**src/rtl/serial_subtractor.sv**
```systemverilog
// Bit-serial borrow-ripple subtractor: d = a - b - bin, one bit per clock, LSB first.
// Start/busy/done handshake; d and bout change only on the completion edge.
module serial_subtractor #(
  parameter int unsigned WIDTH = 4
) (
  input  logic             clk,
  input  logic             rst,
  input  logic             start,
  input  logic [WIDTH-1:0] a,
  input  logic [WIDTH-1:0] b,
  input  logic             bin,
  output logic             busy,
  output logic             done,
  output logic [WIDTH-1:0] d,
  output logic             bout
);

  // Counter only has to reach WIDTH-1, so clog2(WIDTH) bits suffice.
  localparam int unsigned CNT_W = (WIDTH > 1) ? $clog2(WIDTH) : 1;

  typedef enum logic [1:0] {
    StIdle,
    StRun,
    StDone
  } state_e;

  state_e           state;
  logic [WIDTH-1:0] a_sh;
  logic [WIDTH-1:0] b_sh;
  logic [WIDTH-1:0] res_sh;
  logic             br;
  logic [CNT_W-1:0] cnt;

  logic             diff_bit;
  logic             br_next;
  logic             last_bit;
  logic [WIDTH-1:0] res_next;

  // One full-subtractor cell acting on the current LSBs of the operand shifters.
  assign diff_bit = a_sh[0] ^ b_sh[0] ^ br;
  assign br_next  = (~a_sh[0] & b_sh[0]) | (~(a_sh[0] ^ b_sh[0]) & br);
  assign last_bit = (cnt == CNT_W'(WIDTH - 1));
  // Difference bits enter at the MSB so the final bit lands the word in place.
  assign res_next = {diff_bit, res_sh[WIDTH-1:1]};

  // Control FSM and datapath registers; all outputs are registered.
  always_ff @(posedge clk or posedge rst) begin
    if (rst) begin
      state  <= StIdle;
      a_sh   <= '0;
      b_sh   <= '0;
      res_sh <= '0;
      br     <= 1'b0;
      cnt    <= '0;
      busy   <= 1'b0;
      done   <= 1'b0;
      d      <= '0;
      bout   <= 1'b0;
    end else begin
      case (state)
        StIdle: begin
          if (start) begin
            a_sh   <= a;
            b_sh   <= b;
            br     <= bin;
            res_sh <= '0;
            cnt    <= '0;
            busy   <= 1'b1;
            state  <= StRun;
          end
        end
        StRun: begin
          // start is deliberately ignored here.
          a_sh   <= a_sh >> 1;
          b_sh   <= b_sh >> 1;
          res_sh <= res_next;
          br     <= br_next;
          cnt    <= cnt + CNT_W'(1);
          if (last_bit) begin
            d     <= res_next;
            bout  <= br_next;
            busy  <= 1'b0;
            done  <= 1'b1;
            state <= StDone;
          end
        end
        StDone: begin
          done <= 1'b0;
          if (start) begin
            a_sh   <= a;
            b_sh   <= b;
            br     <= bin;
            res_sh <= '0;
            cnt    <= '0;
            busy   <= 1'b1;
            state  <= StRun;
          end else begin
            state <= StIdle;
          end
        end
        default: state <= StIdle;
      endcase
    end
  end

endmodule

```
**config.mk**
```make
export PLATFORM = sky130hd
export DESIGN_NAME = serial_subtractor
export DESIGN_NICKNAME = d
export VERILOG_FILES = /design/src/rtl/serial_subtractor.sv
export SDC_FILE = /design/constraint.sdc
export NUM_CORES = 1
export LEC_CHECK = 0
export ABC_AREA = 1
export ABC_CLOCK_PERIOD_IN_PS = 1700
export CORE_MARGIN = 2
export CORE_UTILIZATION = 43
export DETAILED_ROUTE_END_ITERATION = 6
export PLACE_DENSITY = 0.68
export SKIP_CTS_REPAIR_TIMING = 1
export SLEW_MARGIN = 20
export SYNTH_ARGS = -nofsm -noshare
export SYNTH_HDL_FRONTEND = slang
export SYNTH_SLANG_ARGS = --single-unit
```
**constraint.sdc**
```tcl
create_clock -name clk -period 1.7 [get_ports clk]
set_clock_uncertainty 0.15 [all_clocks]
set_input_delay 0.425 -clock clk [delete_from_list [all_inputs] [get_ports clk]]
set_output_delay 0.425 -clock clk [all_outputs]
set_load 0.01 [all_outputs]
```
== Word level (Yosys, flattened, before mapping) ==
Cells that the tools add are included.

* Bits in registers: 24
* Bits in latches: 0
* Memory bits (writable): 0
* Memory bits (read-only): 0
* Bits of input ports: 12
* Output and inout bits: 7
* Logic and storage cells: 52
* Memories: 0

* Add/sub/neg operators: 1
* Multiply operators: 0
* Divide/modulo/power cells: 0
* Magnitude comparators: 0
* Equal/unequal tests: 6
* Shift operators: 0
* Multiplexer cells: 19
* Bitwise operators: 7
* Reductions and logical operators: 9

{| class="wikitable"
|+ Operator list
! kind !! number
|-
| 4-bit one-hot mux with 2 select lines || 3
|-
| 4-bit two-way mux || 3
|-
| 2-bit AND reduction || 4
|-
| 2-bit two-way mux || 3
|-
| 1-bit one-hot mux with 2 select lines || 3
|-
| 2-bit one-hot mux with 3 select lines || 1
|-
| 1-bit two-way mux || 5
|-
| 2-bit == test (second input constant) || 2
|-
| 2-bit inequality test (second input constant) || 2
|-
| 2-bit one-hot mux with 2 select lines || 1
|-
| 2-bit nonzero test || 2
|-
| 3-bit AND reduction || 1
|-
| 2-bit by 1-bit adder with 2-bit output (second input constant) || 1
|-
| 1-bit AND || 2
|-
| 2-bit by 1-bit == test with 1-bit output (second input constant) || 1
|-
| 2-bit zero test || 1
|-
| 2-bit by 1-bit inequality test with 1-bit output (second input constant) || 1
|-
| 1-bit inverter || 2
|-
| 2-bit OR reduction || 1
|-
| 1-bit bitwise XOR || 2
|-
| 1-bit OR || 1
|}

== Depth between registers and ports, before layout ==
* Word-level depth: 5
* Depth in mapped cells: 7
* Mapped depth without buffers: 7

== Least setup slack after synthesis ==
No wires, ideal clock.

* Kind: reg-to-reg
* Start: reg a_sh[0]
* End: reg d[3]
* Library setup time: 65 ps
* Data arrival time: 1051 ps
* Path slack: 435 ps
* Cell stages (with the launch flop): 4
* Path buffers: 0
* Cell sequence: dfrtp_1 > fa_1 > nand3_1 > nand2_1

* Longest elaborated chain between the ends: 2

{| class="wikitable"
|+ Ends and longest elaborated chain
! item !! RTL line !! source
|-
| start: declaration || 28 || <nowiki>logic [WIDTH-1:0] a_sh;</nowiki>
|-
| start signal: assignment || 74 || <nowiki>a_sh <= a_sh >> 1;</nowiki>
|-
| 1-bit bitwise XOR (2 in series) || 40 || <nowiki>assign diff_bit = a_sh[0] ^ b_sh[0] ^ br;</nowiki>
|-
| named net diff_bit || 34 || <nowiki>logic diff_bit;</nowiki>
|-
| end signal: assignment || 80 || <nowiki>d <= res_next;</nowiki>
|-
| end: declaration || 14 || <nowiki>output logic [WIDTH-1:0] d,</nowiki>
|}

The timed path passes the listed nets, and every way through them passes these cells.
A chain may end at the register's enable or synchronous reset.

== Worst setup path in the final report ==
* Start: reg d[0]
* End: out d[0]

No word-level cell between the ends.

==> results.json <==
{
  "grtUsageTotal_pct": 17.3,
  "setup_viol": 0,
  "synth.distinct_cells": 14,
  "clockBufferDepth": 2,
  "grt_first_pass_wirelength_um": 3530,
  "slowest_stage": "dfrtp_1",
  "drive_gt1_share_pct": 8.22,
  "post-route-period-util_pct": 85.2,
  "synth_nets": 139,
  "synthTopCellsByArea": "dfrtp_1 (54%), nand2_1 (22%), nand3_1 (9.0%)",
  "wire_per_inst_um": 11.6,
  "r2r_start": "a_sh[0]$_DFFE_PP0P_",
  "path_class": "reg2out",
  "place.gp.congestion": 0.769,
  "yosys_register_bits": 23,
  "grt_pass1_vias": 853,
  "slew_headroom_pct": 80.2,
  "hold_viol_final": 0,
  "seq_area_um2": 576,
  "grt_max_degree": 24,
  "path_cells": "dlymetal6s2s_1",
  "cts_tree": "done",
  "r2r_slack_ns": 0.32,
  "cp.arrival_ns": 0.87,
  "drtIter0Drc": 15,
  "synth-seq-area-share_pct": 54.3,
  "post-route-drc-count": 0,
  "worstMarginPinSlew_ns": 0.297,
  "cp-end-kind": "output port",
  "vias_per_cell": 4.79,
  "core_um2": 2280,
  "fill_cells": 199,
  "path_max_fanout": 2,
  "slowest_delay_ns": 0.39,
  "clkLatencyLatePin_ns": 0.31,
  "fin_crit_ns": 1.45,
  "ir_drop_v": 0.000803,
  "n_antenna_cell": 0,
  "r2r_end": "d[3]$_DFFE_PP0P_",
  "drt_wl_total_um": 2020,
  "crit_required_ns": 1.12,
  "fmax_mhz": 691,
  "cap_viol_max_count": 0,
  "cp-start-kind": "register",
  "synthToLayoutAreaGrowth_pct": 23.0,
  "hp-class": "in2async",
  "power_density_nw_per_um2": 1720,
  "synth_cells": 125,
  "rr_worst_depth": 3,
  "dr.pass1.iters": 4,
  "cts-htree-levels": 1,
  "syn_avg_cell_area_um2": 8.48,
  "grt_overflow": 0,
  "clk_pin_slew_ns": 0.12,
  "root_buffer": "clkbuf_4",
  "fp.dieW_um": 53.6,
  "ys.warnings.count": 0,
  "total_power_mw": 2.24,
  "place_hpwl_um": 1450,
  "hold_slack_ns": 0.283,
  "cp_num_buf_inv": 1,
  "multi_input_area_um2": 420,
  "p_leak_nw": 0.773,
  "ioPinCount": 19,
  "syn_area_um2": 1060,
  "final_nets": 161,
  "yosys.area.top_type": "dfrtp_1",
  "placementRows": 17,
  "rsz0062_at_grt": "no",
  "start_util_pct": 46.6,
  "cts-buffers-inserted": 3,
  "cts_num_sinks": 23,
  "drv_slew": 0,
  "ant_nets": 0,
  "dieArea_um2": 2880,
  "io_buffers": 18,
  "dieHeight_um": 53.6,
  "crit_family": "flip-flops",
  "antenna_found_initial": 0,
  "outcome": "completed",
  "synth_top_area_share_pct": 54.3,
  "vias": 834
}
## per-stage QoR
step / setup TNS [ns] / util (%) / instance area (um^2) / setup WS (ns) / cells
finish: 0 / 57.3 / 1300 / 0.252 / 174
CTS: -0.652 / 56.5 / 1290 / -0.0994 / 174
global route: 0 / 57.3 / 1300 / 0.185 / 174
detailed placement: 0 / 55.4 / 1260 / 0.0982 / 170
floorplan: 0 / - / 1060 / 0.435 / 125
global placement: 0 / 55.4 / 1260 / 0.106 / 170
## synth_stat cells, drive strengths merged
| master | n |
|---|---|
| dfrtp | 23 |
| ha | 1 |
| nor2 | 1 |
| o21ai | 2 |
| buf | 3 |
| inv | 9 |
| fa | 1 |
| nand3 | 20 |
| nand2 | 65 |
## how the worst max path moves through the flow
stage / from / slack, ns / depth (start not counted) / endpoint
floorplan: a_sh[0]$_DFFE_PP0P_ / 0.43 / 3 / d[3]$_DFFE_PP0P_
global placement: start / 0.11 / 5 / a_sh[0]$_DFFE_PP0P_
detailed placement: start / 0.1 / 5 / b_sh[2]$_DFFE_PP0P_
CTS: d[0]$_DFFE_PP0P_ / -0.1 / 1 / d[0]
global route: d[1]$_DFFE_PP0P_ / 0.19 / 1 / d[1]
finish: d[0]$_DFFE_PP0P_ / 0.25 / 1 / d[0]
## power breakdown
| part | internal, mW | switching, mW | leakage (nW) | total [mW] |
|---|---|---|---|---|
| clock network | 0.0917 | 0.161 | 0.0150 | 0.253 |
| logic | 0.419 | 0.629 | 0.471 | 1.05 |
| registers | 0.789 | 0.154 | 0.288 | 0.942 |
## flip-flops by register name (all words and copies together), names as in the netlist
| register | flops |
|---|---|
| state | 2 |
| d | 4 |
| busy | 1 |
| b_sh | 4 |
| res_sh | 3 |
| bout | 1 |
| cnt | 2 |
| done | 1 |
| br | 1 |
| a_sh | 4 |
## per-layer routing
metal / track usage (%) / routed length [um] / up-vias
met5: 0 / 0 / -
met4: 8.12 / 21 / 0
met3: 5.28 / 52 / 4
met2: 29.8 / 970 / 8
met1: 19.5 / 975 / 393
li1: - / - / 429
## area by class of cell
class | instances | share of cell area (%)
timing repair buffer | 20 | 16.3
multi-input combinational | 90 | 32.2
clock buffer | 4 | 2.02
inverter | 9 | 2.59
sequential | 23 | 44.1
tap | 28 | 2.69
## cells in the final DEF, fill, tap and decap left out, drive strengths merged
cell type | netlist | layout
inv | 9 | 9
dlymetal6s2s | 0 | 7
dfrtp | 23 | 23
buf | 3 | 2
nand3 | 20 | 20
fa | 1 | 1
clkbuf | 0 | 4
nand2 | 65 | 65
ha | 1 | 1
nor2 | 1 | 1
clkdlybuf4s50 | 0 | 11
o21ai | 2 | 2
## cells by family (layout without fill, tap and decap cells)
kind of cell	Yosys count	count (layout)	share of synthesized area, %
flops	23	23	54.3
simple gates	86	86	35.7
buf+inv	12	33	6.02
compound gates	2	2	0.945
fa+ha+maj	2	2	3.07
(Power assumes the default switching activity.)
